===== src/rtl/linked_list_fifo_scheduler_pkg.sv =====
// Shared types and helpers for the linked-list FIFO scheduler.
// Latency: n/a (types, constants and elaboration-time functions only).
// Backpressure: n/a.
package linked_list_fifo_scheduler_pkg;

  typedef enum logic {
    ST_INIT = 1'b0,
    ST_RUN  = 1'b1
  } state_t;

  localparam int DEF_WIDTH = 8;
  localparam int DEF_DEPTH = 32;
  localparam int DEF_FIFOS = 8;

  // Bits needed to hold v (minimum 1); log2(FIFOS-1) gives the queue-id width.
  function automatic int log2(input int v);
    int r;
    r = 0;
    for (int i = 0; i < 31; i++) begin
      if ((v >> i) != 0) r = i + 1;
    end
    return (r == 0) ? 1 : r;
  endfunction

  // The linked-list RAM walks every entry plus two setup cycles after reset.
  function automatic int init_cycles(input int depth);
    return depth + 2;
  endfunction

endpackage


===== src/rtl/linked_list_fifo_scheduler_rr_arbiter.sv =====
// Round-robin arbiter: first requester after the last grant wins.
// Latency: purely combinational.
// Backpressure: none; caller decides whether to act on the grant.
module rr_arbiter
  import linked_list_fifo_scheduler_pkg::*;
#(
  parameter int N    = DEF_FIFOS,
  parameter int LOGN = log2(DEF_FIFOS - 1)
) (
  input  logic [N-1:0]    req,
  input  logic [LOGN-1:0] last,
  output logic [N-1:0]    grant,
  output logic [LOGN-1:0] grant_idx,
  output logic            any_grant
);

  logic [LOGN-1:0] idx;

  // Scan last+1 .. last+N; LOGN-bit addition wraps modulo N (N is a power of 2).
  always_comb begin
    any_grant = 1'b0;
    grant_idx = last;
    idx       = last;
    for (int i = 1; i <= N; i++) begin
      idx = last + LOGN'(i);
      if (!any_grant && req[idx]) begin
        any_grant = 1'b1;
        grant_idx = idx;
      end
    end
    grant = any_grant ? (N'(1) << grant_idx) : '0;
  end

endmodule


===== src/rtl/linked_list_fifo_scheduler.sv =====
// Scheduler in front of a shared linked-list FIFO: admits pushes, RR-pops non-empty enabled queues.
// Latency: ll_pop -> out_valid is 2 cycles; sustained 1 word/cycle with out_ready held high.
// Backpressure: in_ready drops when no free entries remain; pops stop when the 2-entry output buffer would overflow.
module linked_list_fifo_scheduler
  import linked_list_fifo_scheduler_pkg::*;
#(
  parameter int WIDTH      = DEF_WIDTH,
  parameter int DEPTH      = DEF_DEPTH,
  parameter int FIFOS      = DEF_FIFOS,
  parameter int LOG2_FIFOS = log2(FIFOS - 1),
  parameter int LOG2_DEPTH = log2(DEPTH - 1)
) (
  input  logic                             clk,
  input  logic                             rst,
  input  logic                             in_valid,
  input  logic [LOG2_FIFOS-1:0]            in_fifo,
  input  logic [WIDTH-1:0]                 in_d,
  output logic                             in_ready,
  input  logic [FIFOS-1:0]                 q_enable,
  output logic                             out_valid,
  output logic [LOG2_FIFOS-1:0]            out_fifo,
  output logic [WIDTH-1:0]                 out_data,
  input  logic                             out_ready,
  output logic [FIFOS*(LOG2_DEPTH+1)-1:0]  q_count,
  output logic                             ll_push,
  output logic [LOG2_FIFOS-1:0]            ll_push_fifo,
  output logic [WIDTH-1:0]                 ll_d,
  output logic                             ll_pop,
  output logic [LOG2_FIFOS-1:0]            ll_pop_fifo,
  input  logic [WIDTH-1:0]                 ll_q
);

  localparam int CW = LOG2_DEPTH + 1;
  localparam int SW = CW + LOG2_FIFOS;
  localparam logic [CW-1:0] INIT_LAST = CW'(init_cycles(DEPTH) - 1);
  // One entry per queue is held back by the linked list as its tail sentinel.
  localparam logic [CW-1:0] FREE_INIT = CW'(DEPTH - FIFOS);

  typedef struct packed {
    logic [LOG2_FIFOS-1:0] fifo;
    logic [WIDTH-1:0]      data;
  } ob_ent_t;

  state_t                state;
  logic [CW-1:0]         init_cnt;
  logic [CW-1:0]         count [FIFOS];
  logic [CW-1:0]         free;
  logic [LOG2_FIFOS-1:0] rr_ptr;
  logic                  infl_vld;
  logic [LOG2_FIFOS-1:0] infl_tag;
  logic [1:0]            ob_cnt;
  ob_ent_t               ob [2];
  ob_ent_t               new_ent;

  logic                  run, push, pop, deq, slot_ok;
  logic [FIFOS-1:0]      req, grant;
  logic [LOG2_FIFOS-1:0] grant_idx;
  logic                  any_grant;
  logic [SW-1:0]         occ_sum;

  rr_arbiter #(.N(FIFOS), .LOGN(LOG2_FIFOS)) u_arb (
    .req       (req),
    .last      (rr_ptr),
    .grant     (grant),
    .grant_idx (grant_idx),
    .any_grant (any_grant)
  );

  // Admission, eligibility and output-slot accounting; a reset cycle issues nothing.
  always_comb begin
    run      = (state == ST_RUN) && !rst;
    in_ready = run && (free != '0);
    push     = in_valid && in_ready;
    for (int i = 0; i < FIFOS; i++) req[i] = (count[i] != '0) && q_enable[i];
    deq      = out_valid && out_ready;
    slot_ok  = ({1'b0, ob_cnt} + {2'b0, infl_vld} - {2'b0, deq}) < 3'd2;
    pop      = run && any_grant && slot_ok;
    new_ent  = '{fifo: infl_tag, data: ll_q};
  end

  assign ll_push      = push;
  assign ll_push_fifo = in_fifo;
  assign ll_d         = in_d;
  assign ll_pop       = pop;
  assign ll_pop_fifo  = grant_idx;
  assign out_valid    = (ob_cnt != 2'd0);
  assign out_data     = ob[0].data;
  assign out_fifo     = ob[0].fifo;

  for (genvar g = 0; g < FIFOS; g++) begin : g_cnt
    assign q_count[g*CW +: CW] = count[g];
  end

  // INIT covers the linked list's own reset walk, then RUN until the next reset.
  always_ff @(posedge clk) begin
    if (rst) begin
      state    <= ST_INIT;
      init_cnt <= '0;
    end else if (state == ST_INIT) begin
      if (init_cnt == INIT_LAST) state <= ST_RUN;
      else                       init_cnt <= init_cnt + CW'(1);
    end
  end

  // Shadow occupancy: per-queue counts, free entries and the round-robin pointer.
  always_ff @(posedge clk) begin
    if (rst) begin
      for (int i = 0; i < FIFOS; i++) count[i] <= '0;
      free   <= FREE_INIT;
      rr_ptr <= '1;
    end else begin
      for (int i = 0; i < FIFOS; i++) begin
        case ({push && (in_fifo == LOG2_FIFOS'(i)), pop && grant[i]})
          2'b10:   count[i] <= count[i] + CW'(1);
          2'b01:   count[i] <= count[i] - CW'(1);
          default: ;
        endcase
      end
      case ({push, pop})
        2'b10:   free <= free - CW'(1);
        2'b01:   free <= free + CW'(1);
        default: ;
      endcase
      if (pop) rr_ptr <= grant_idx;
    end
  end

  // Capture RAM read data one cycle after the pop into the 2-entry output buffer.
  always_ff @(posedge clk) begin
    if (rst) begin
      infl_vld <= 1'b0;
      infl_tag <= '0;
      ob_cnt   <= 2'd0;
      ob[0]    <= '0;
      ob[1]    <= '0;
    end else begin
      infl_vld <= pop;
      if (pop) infl_tag <= grant_idx;
      case (ob_cnt)
        2'd0: begin
          if (infl_vld) begin
            ob[0]  <= new_ent;
            ob_cnt <= 2'd1;
          end
        end
        2'd1: begin
          if (infl_vld && deq) begin
            ob[0] <= new_ent;
          end else if (infl_vld) begin
            ob[1]  <= new_ent;
            ob_cnt <= 2'd2;
          end else if (deq) begin
            ob_cnt <= 2'd0;
          end
        end
        default: begin
          if (deq) begin
            ob[0] <= ob[1];
            if (infl_vld) ob[1]  <= new_ent;
            else          ob_cnt <= 2'd1;
          end
        end
      endcase
    end
  end

  // Every RAM entry is either free or owned by exactly one queue.
  always_comb begin
    occ_sum = SW'(free);
    for (int i = 0; i < FIFOS; i++) occ_sum = occ_sum + SW'(count[i]);
  end

  a_occupancy: assert property (@(posedge clk) disable iff (rst)
    occ_sum == SW'(DEPTH - FIFOS));

endmodule


===== config.mk =====
export PLATFORM = sky130hd
export DESIGN_NAME = linked_list_fifo_scheduler
export DESIGN_NICKNAME = d
export VERILOG_FILES = /design/src/rtl/linked_list_fifo_scheduler_pkg.sv /design/src/rtl/linked_list_fifo_scheduler_rr_arbiter.sv /design/src/rtl/linked_list_fifo_scheduler.sv
export SDC_FILE = /design/constraint.sdc
export NUM_CORES = 1
export LEC_CHECK = 0
export ABC_AREA = 1
export BUFFER_PORTS_ARGS = -buffer_cell sky130_fd_sc_hd__buf_2
export CAP_MARGIN = 20
export CORE_MARGIN = 2
export CORE_UTILIZATION = 58
export DETAILED_ROUTE_END_ITERATION = 8
export PLACE_DENSITY = 0.81
export SETUP_SLACK_MARGIN = 0.02
export SLEW_MARGIN = 5
export SYNTH_ARGS = -nofsm -noshare
export SYNTH_HDL_FRONTEND = slang
export SYNTH_SLANG_ARGS = --single-unit

===== constraint.sdc =====
create_clock -name clk -period 5.4 [get_ports clk]
set_input_delay 0.27 -clock clk [delete_from_list [all_inputs] [get_ports clk]]
set_output_delay 0.27 -clock clk [all_outputs]
set_load 0.02 [all_outputs]

==> impl_metrics.env <==
export IMPL_worstSetupPathType="reg -> reg"
export IMPL_setup_viol=0
export IMPL_ctsHoldBuffers=0
export IMPL_wl_per_cell_um=13.7
export IMPL_htreeDepth=3
export IMPL_post_route_drc_count=0
export IMPL_reg2reg_depth=28
export IMPL_die_w_um=112
export IMPL_synth_seq_cells=92
export IMPL_final_min_clock_period_ns=4.89
export IMPL_synth_warnings=0
export IMPL_multi_input_area_mm2=0.00347
export IMPL_rrSetupSlack_ns=0.51
export IMPL_synth_top_area_cell="edfxtp_1"
export IMPL_crit_path_max_incr_delay_ns=0.58
export IMPL_die_h_um=112
export IMPL_layout_cells_non_filler=1069
export IMPL_cp_num_buf_inv=8
export IMPL_dp_cells=1053
export IMPL_gp_congestion=0.953
export IMPL_whs_endpoint="ob[0][16]"
export IMPL_grt_pass1_wl_um=24400
export IMPL_syn_nets=933
export IMPL_io_pins=108
export IMPL_synth_edf_count=70
export IMPL_clk_pin_slew_worst_paths_ns=0.07
export IMPL_drv_slew=0
export IMPL_cp_slowest_cell="dfxtp_1"
export IMPL_ys_seq_area_share_pct=37.4
export IMPL_seqCellArea_mm2=0.00254
export IMPL_cts_buffer_depth=2
export IMPL_syn_inst=853
export IMPL_fin_crit_sh_pct=90.6
export IMPL_postCtsSetupBuffers=0
export IMPL_antenna_found_initial=0
export IMPL_hold_depth=3
export IMPL_tns_ns=0
export IMPL_synth_common_cells="nand2_1, inv_1, nor2_1"
export IMPL_antenna_left=0
export IMPL_fmax_mhz=204
export IMPL_grt_max_degree=29
export IMPL_overflow=0
export IMPL_p_leak_nw=3.76
export IMPL_worstMarginPinSlew_ns=1.14
export IMPL_r2r_end="count[0][5]"
export IMPL_final_net_count=1001
export IMPL_cts_resized=0
export IMPL_row_count=39
export IMPL_synthArstFlopShare_pct=0
export IMPL_synthTopCellsByArea="edfxtp_1, nand2_1, ha_1, inv_1, dfxtp_1"
export IMPL_total_power_mw=1.65
export IMPL_cap_violations=0
export IMPL_rsz0062_at_grt="false"
export IMPL_grtUsageTotal_pct=23.8
export IMPL_synthDistinctLibCells=47
export IMPL_cts_buffers=9
export IMPL_max_slew_margin_pct=23.9
export IMPL_dr_total_vias=5560
export IMPL_via_per_inst=5.20
export IMPL_status="complete, no violations"
export IMPL_power_density_mw_per_mm2=220
export IMPL_final_core_util_pct=65.7
export IMPL_critPathTopFamily="simple AND/OR/NAND/NOR gates"
export IMPL_dp_hpwl_um=11100
export IMPL_worstPathArrival_ns=5.01
export IMPL_port_buffers=91
export IMPL_dieArea_mm2=0.0126
export IMPL_end_kind="flip-flop"
export IMPL_area_growth_pct=10.3
export IMPL_grt_pass1_vias=5249
export IMPL_worstHoldPathType="in -> reg"
export IMPL_drt_pre_antenna_iters=5
export IMPL_cp_data_required_time_ns=5.52
export IMPL_syn_area_mm2=0.00680
export IMPL_startpoint_type="flip-flop"
export IMPL_hold_viol=0
export IMPL_routed_wl_um=14600
export IMPL_hp_start="ll_q[5]"
export IMPL_cts_tree="built"
export IMPL_yosys_cell_count_top_type="nand2_1"
export IMPL_skew_ns=0.0107
export IMPL_drive_gt1_share_pct=20.2
export IMPL_ir_drop_mv=0.242
export IMPL_coreArea_mm2=0.0114
export IMPL_critical_path_peak_fanout=14
export IMPL_synthFlopType="edfxtp_1"
export IMPL_cts_sinks=92
export IMPL_antennaDiodeCount=0
export IMPL_holdWs_ns=0.202
export IMPL_synth_top_area_share_pct=30.9
export IMPL_avgSynthCellArea_um2=7.98
export IMPL_root_buffer="clkbuf_16"
export IMPL_drtIter0Drc=368
export IMPL_nFillCells=976
export IMPL_start_util_pct=59.6
export IMPL_clk_latency_ns=0.36
export IMPL_timing_rr_start="rr_ptr[0]"
## where the power goes
group / total (mW) / internal (mW) / switching, mW
Clock: 0.649 / 0.349 / 0.299
Combinational: 0.199 / 0.0630 / 0.136
Sequential: 0.805 / 0.784 / 0.0210
Total: 1.65 / 1.20 / 0.456
## placed cells by master, fill, tap and decap left out, types with 4 or more instances in the layout
cell type  instances
a21oi_1           35
a31oi_1            5
buf_2             91
clkbuf_16         10
dfxtp_1           22
edfxtp_1          70
fa_1               9
ha_1              40
inv_1            122
inv_2             10
inv_4              4
inv_6              6
nand2_1          177
nand2_2           13
nand3_1           64
nand3_2           11
nand4_1            5
nor2_1           101
nor2_2            18
nor2_4             4
nor3_1             7
o21ai_0           28
o21ai_1            7
xnor2_1            5
xor2_1            26
## how the worst max path moves through the flow
stage	cells after the start	slack (ns)	startpoint	endpoint
global placement	28	0.76	rr_ptr[0]	count[0][11]
floorplan	33	1.20	rr_ptr[0]	count[0][11]
detailed placement	28	0.65	rr_ptr[0]	count[0][5]
finish	28	0.51	rr_ptr[0]	count[0][5]
CTS	28	0.60	rr_ptr[0]	count[0][5]
global route	25	0.14	rr_ptr[0]	count[0][5]
## worst reg2reg max path: cells and delay by family, from the launching register on
family / cells / cell delay (ns)
adders and majority gates: 2 / 0.75
xor gates and xnor gates: 1 / 0.19
buffers and inverters: 8 / 0.87
and+or+nand+nor: 13 / 1.68
DFF: 1 / 0.58
AOI/OAI and AO/OA: 4 / 0.58
## sequential cells by signal, indices dropped and copies added, names as in the netlist
| name | count |
|---|---|
| rr_ptr | 3 |
| ob_cnt | 2 |
| infl_tag | 3 |
| state | 1 |
| free | 6 |
| infl_vld | 1 |
| count | 48 |
| init_cnt | 6 |
| ob | 22 |
## per-stage QoR
stage | cell area, um^2 | setup WS [ns]
floorplan | 6800 | 1.20
global placement | 7200 | 0.762
detailed placement | 7200 | 0.653
CTS | 7500 | 0.603
global route | 7500 | 0.135
finish | 7500 | 0.510
## kinds of logic (layout without fill, tap and decap cells)
| family | Yosys count | count (layout) | share of synthesized area [%] |
|---|---|---|---|
| AOI/OAI and AO/OA | 90 | 90 | 7.45 |
| DFF | 92 | 92 | 37.4 |
| adders and majority gates | 49 | 49 | 10.0 |
| buffers and inverters | 175 | 248 | 11.6 |
| xor gates and xnor gates | 34 | 34 | 4.71 |
| and+or+nand+nor | 413 | 413 | 28.9 |
## area by class of cell
cell class / instances / area share (%)
Tap cell: 143 / 2.38
Inverter: 138 / 7.12
Multi-Input combinational cell: 586 / 46.3
Clock inverter: 5 / 0.584
Sequential cell: 92 / 33.9
Clock buffer: 11 / 3.39
Timing Repair Buffer: 94 / 6.37
## layer usage
| metal | GRT usage [%] | up-vias | wire length [um] |
|---|---|---|---|
| li1 | - | 2884 | - |
| met4 | 9.35 | 0 | 348 |
| met2 | 39.4 | 146 | 6830 |
| met5 | 0 | - | 0 |
| met3 | 3.62 | 22 | 684 |
| met1 | 31.7 | 2508 | 6770 |
(Power assumes the default switching activity.)
